### src/rtl/rs_issue_arbiter.sv
// Round-robin issue pick of one ready RS entry for the ALU; define RS_PRIO_EN to favour req_prio entries.
// Latency: req to issue_valid is 1 cycle from IDLE, with back-to-back issue on fire.
// Backpressure: the selection is held stable until alu_ready; rdy=0 freezes all state.
module rs_issue_arbiter #(
    parameter int RS_SIZE = 16,
    parameter int IDX_W   = 4
) (
    input  logic               clk,
    input  logic               rst,
    input  logic               rdy,
    input  logic               flush,
    input  logic [RS_SIZE-1:0] req,
    input  logic [RS_SIZE-1:0] req_prio,
    input  logic               alu_ready,
    output logic               issue_valid,
    output logic [IDX_W-1:0]   issue_idx,
    output logic               issue_fire
);

    typedef enum logic {
        IDLE = 1'b0,
        HOLD = 1'b1
    } state_t;

    state_t             state_q;
    state_t             state_d;
    logic [IDX_W-1:0]   idx_d;
    logic [IDX_W-1:0]   rr_ptr;
    logic [IDX_W-1:0]   ptr_d;
    logic [RS_SIZE-1:0] fired_mask;
    logic [RS_SIZE-1:0] mask_d;

    logic [RS_SIZE-1:0] held_onehot;
    logic [RS_SIZE-1:0] elig;
    logic [RS_SIZE-1:0] cand;
    logic [IDX_W-1:0]   scan_ptr;
    logic [IDX_W-1:0]   sel_idx;
    logic               sel_found;
    logic [IDX_W:0]     pick;

    // First set bit of vec at or after ptr, wrapping; MSB of result is the found flag.
    function automatic logic [IDX_W:0] rr_pick(input logic [RS_SIZE-1:0] vec,
                                               input logic [IDX_W-1:0]   ptr);
        logic [IDX_W-1:0] probe;
        logic             found;
        logic [IDX_W-1:0] res;
        found = 1'b0;
        res   = ptr;
        for (int i = 0; i < RS_SIZE; i++) begin
            probe = ptr + IDX_W'(i);
            if (!found && vec[probe]) begin
                found = 1'b1;
                res   = probe;
            end
        end
        return {found, res};
    endfunction

    assign held_onehot = RS_SIZE'(1) << issue_idx;

    always_comb begin
        elig = req & ~fired_mask;
        if (state_q == HOLD) begin
            elig = elig & ~held_onehot;
        end
    end

`ifdef RS_PRIO_EN
    logic [RS_SIZE-1:0] elig_prio;
    assign elig_prio = elig & req_prio;
    assign cand      = (|elig_prio) ? elig_prio : elig;
`else
    logic unused_req_prio;
    assign unused_req_prio = ^req_prio;
    assign cand            = elig;
`endif

    // While holding, the only selection that matters is the back-to-back one after a fire.
    assign scan_ptr  = (state_q == HOLD) ? issue_idx + IDX_W'(1) : rr_ptr;
    assign pick      = rr_pick(cand, scan_ptr);
    assign sel_found = pick[IDX_W];
    assign sel_idx   = pick[IDX_W-1:0];

    always_ff @(posedge clk) begin
        if (!rst) begin
            state_q    <= IDLE;
            issue_idx  <= '0;
            rr_ptr     <= '0;
            fired_mask <= '0;
        end else begin
            state_q    <= state_d;
            issue_idx  <= idx_d;
            rr_ptr     <= ptr_d;
            fired_mask <= mask_d;
        end
    end

    always_comb begin
        state_d = state_q;
        idx_d   = issue_idx;
        ptr_d   = rr_ptr;
        mask_d  = fired_mask;
        if (rdy) begin
            mask_d = '0;
            if (flush) begin
                state_d = IDLE;
                ptr_d   = '0;
            end else begin
                case (state_q)
                    IDLE: begin
                        if (sel_found) begin
                            state_d = HOLD;
                            idx_d   = sel_idx;
                        end
                    end
                    HOLD: begin
                        if (alu_ready) begin
                            ptr_d  = issue_idx + IDX_W'(1);
                            mask_d = held_onehot;
                            if (sel_found) begin
                                idx_d = sel_idx;
                            end else begin
                                state_d = IDLE;
                            end
                        end
                    end
                    default: state_d = IDLE;
                endcase
            end
        end
    end

    // A reset cycle never fires, even if a selection was still being held.
    always_comb begin
        issue_valid = (state_q == HOLD);
        issue_fire  = issue_valid & alu_ready & rdy & ~flush & rst;
    end

    a_fire_needs_valid: assert property (@(posedge clk) disable iff (!rst)
        issue_fire |-> issue_valid);
    a_frozen_no_fire: assert property (@(posedge clk) disable iff (!rst)
        !rdy |-> !issue_fire);
    a_mask_onehot0: assert property (@(posedge clk) disable iff (!rst)
        $onehot0(fired_mask));

endmodule
### config.mk
export PLATFORM = sky130hd
export DESIGN_NAME = rs_issue_arbiter
export DESIGN_NICKNAME = d
export VERILOG_FILES = /design/src/rtl/rs_issue_arbiter.sv
export SDC_FILE = /design/constraint.sdc
export NUM_CORES = 1
export LEC_CHECK = 0
export ABC_AREA = 1
export BUFFER_PORTS_ARGS = -buffer_cell sky130_fd_sc_hd__buf_4
export CORE_MARGIN = 10
export CORE_UTILIZATION = 45
export CTS_BUF_LIST = sky130_fd_sc_hd__clkbuf_16
export CTS_CLUSTER_SIZE = 24
export DETAILED_ROUTE_END_ITERATION = 10
export MAX_ROUTING_LAYER = met4
export SYNTH_ARGS = -nofsm -noshare
export SYNTH_HDL_FRONTEND = slang
export SYNTH_SLANG_ARGS = --single-unit
### constraint.sdc
create_clock -name clk -period 4.37 [get_ports clk]
set_input_delay 0.437 -clock clk [delete_from_list [all_inputs] [get_ports clk]]
set_output_delay 0.437 -clock clk [all_outputs]
set_load 0.02 [all_outputs]
==> impl_results.md <==
* Placed cell areas at 3600 um^2
* Post-Synth Simple-Gate Area at 0.511
* Cts-stage hold buffer count at 0
* Area grow syn2layout at 12.6%
* Power density over the cells at 260 nW/um^2
* Initial Util at 0.458
* Dpl cells at 686
* Post-Layout Cell Count at 692
* Peak supply drop at 0.221 mV
* Num CTS Buffers at 3
* Overall Global Routing Usage at 0.197
* Combinational family with the most area after synthesis: simple AND/OR/NAND/NOR gates
* Fmax at 253 MHz
* Fraction of layout cells with a size suffix above 1 at 0.159
* GPL Wtd Cong at 0.969
* Post-synthesis mux area share at 0
* Commonest cells in the netlist: 154 x nand3_1, 134 x nand2_1, 68 x inv_1
* Detailed Route WL at 10800 um
* Period minus WS final at 3.95 ns
* Synth top area cells: nand3_1 23%, nand2_1 15%, dfxtp_1 15%, inv_1 7.7%, o21ai_0 5.5%
* Row cnt at 31
* Leakage at 1.83 nW
* Most instantiated library cell after synthesis: nand3_1
* Post-synth EDFFs at 0
* Buffers on Ports at 26
* Synth Flop Type: dfxtp_1
* # diodes at 0
* Num ports at 43
* Ys async rst share at 0
* Die span in y at 106 um
* Crit path DAT at 4.10 ns
* Vias per inst at 5.54
* Die width at 106 um
* Final #Nets at 645
* Initial DRC Count at 298
* Total grt overflow at 0
* Cells after Synth at 570
* Clk_lat worst skew at 0.26 ns
* HP Class: reg -> reg
* CTS Buffer Depth at 2
* Sink Count at 25
* Register area share after synthesis at 0.151
* Final instance area at 3720 um^2
* CP endpoint kind: flop
* ANT nets after route at 0
* Pin count of the biggest net entering global routing at 25
* Crit share post-route at 0.904
* Post-synth top area share at 0.233
* Fin Clk Skew at 0.00320 ns
* Startpoint Class: flop
* Worst-path fanout max at 14
* Synth Warn # at 0
* Xor/xnor cell area share of the yosys netlist at 0.0322
* Vias in the first global route at 3573
* CTS tree: built
* Post-Syn Area at 3310 um^2
* Fillers at 819
* Tot Pwr at 969 uW
* WP data required at 4.52 ns
* Drt first pass iters at 5
* First-pass GRT wire length at 17900 um
* Worst-margin pin slew at 0.804 ns
* Syn_area_per_cell at 5.80 um^2
* Setup TNS at 0 ns
* Cell taking the most area after synthesis: nand3_1
* Detailed-route via count at 3832
* Htree depth at 1
* Net Count, Synth at 621
* Hpwl dp at 8570 um
* Synth Area in Compound Gates at 0.111
* Netlist cell types at 44
* Routed len/inst at 15.6 um
* Final Max Slew Viols at 0
* Register bit count reported by yosys at 25
* Clock slew at reported path FFs at 0.07 ns
* DRC Markers at 0
* Post-synthesis adder-cell area fraction at 0.0530
* Die area at 11200 um^2
* Final Hold Viols at 0
* Final setup vio count at 0
* Max transition margin at 0.459
* Maxcap violations at 0
* CTS Root Cell: clkbuf_16
* CP Class: reg -> reg
* Core region area at 7210 um^2
* Min Hold Slack at 0.487 ns
* Initial antenna violation count at 0
* Status: finished, final reports clean
[metrics by stage]
stage	setup slack (ns)	util
5_1_grt	-0.0181	0.516
2_1_floorplan	0.469	-
3_3_place_gp	0.263	0.499
3_5_place_dp	0.269	0.499
4_1_cts	0.248	0.510
6_report	0.420	0.516
[where the power goes]
| group | total, mW | switching (mW) | leakage, nW | internal (mW) |
|---|---|---|---|---|
| logic | 0.520 | 0.352 | 1.59 | 0.168 |
| clock network | 0.206 | 0.0832 | 0.0423 | 0.122 |
| registers | 0.243 | 0.0105 | 0.202 | 0.233 |
| total | 0.969 | 0.446 | 1.83 | 0.523 |
[what timing repair did]
| item | in CTS | in global routing |
|---|---|---|
| setup buffers | 0 | 2 |
| gates resized for setup | 0 | 12 |
| setup endpoints to repair | 0 | 4 |
[final timing paths]
kind / from / end / slack, ns / cells after the start
setup / recovery: issue_idx[0] / issue_idx[2] / 0.42 / 26
hold / removal: fired_mask[11] / fired_mask[11] / 0.49 / 2
setup reg to reg: issue_idx[0] / issue_idx[2] / 0.42 / 26
hold reg to reg: fired_mask[11] / fired_mask[11] / 0.49 / 2
[kinds of logic (layout without fill, tap and decap cells)]
kind of cell               Yosys count  count (layout)
xor gates and xnor gates             7               7
AOI/OAI and AO/OA                   65              65
and+or+nand+nor                    352             352
DFF                                 25              25
buffers and inverters              107             130
adders and majority gates           14              14
[state kept, by name (all words and copies together), names as in the netlist]
name / flops
issue_idx: 4
rr_ptr: 4
fired_mask: 16
issue_valid: 1
[worst max-delay path: stages, from the launching register on]
cell and delay [ns]:
dfxtp_1 0.42, inv_2 0.07, ha_1 0.30, nand2_1 0.05
o21ai_1 0.16, buf_12 0.19, inv_1 0.06, ha_1 0.26
xnor2_4 0.33, inv_2 0.11, nand3_1 0.12, nand3_1 0.09
nand2_1 0.13, inv_2 0.06, nor3_4 0.14, nand3_2 0.11
nor2_4 0.15, inv_2 0.06, nor2_4 0.13, nand3_4 0.12
clkinv_2 0.10, nand4_2 0.16, or2_0 0.26, nand3_1 0.08
nand3_1 0.07, nand2_1 0.07, a21oi_1 0.06
[layer usage]
layer	GRT usage	part of all wire	vias to the layer above	routed length, um
li1	-	-	1930	-
met1	0.271	0.48	1771	5200
met2	0.304	0.45	120	4870
met3	0.0317	0.055	11	593
met4	0.0251	0.0096	0	103
met5	-	0	-	0
[area by class of cell]
type,instances,area (um^2),area share
repair buffers,43,335,0.0901
well taps,99,124,0.0333
flip-flops and latches,25,502,0.135
clock buffers,3,75.1,0.0202
multi-input cells,438,2360,0.635
inverters,83,319,0.0857
clock inverters,1,3.75,0.00101
[layout by cell type, fill, tap and decap left out, types with 4 or more instances in the layout]
master	count
nor2_1	25
nand2_1	133
dfxtp_1	24
ha_1	12
buf_4	42
a21oi_1	14
nand2_2	4
nand4_1	16
nor2_4	4
inv_1	67
nand3_1	154
inv_2	11
o21ai_0	34
Power figures use the tool's default switching activity.
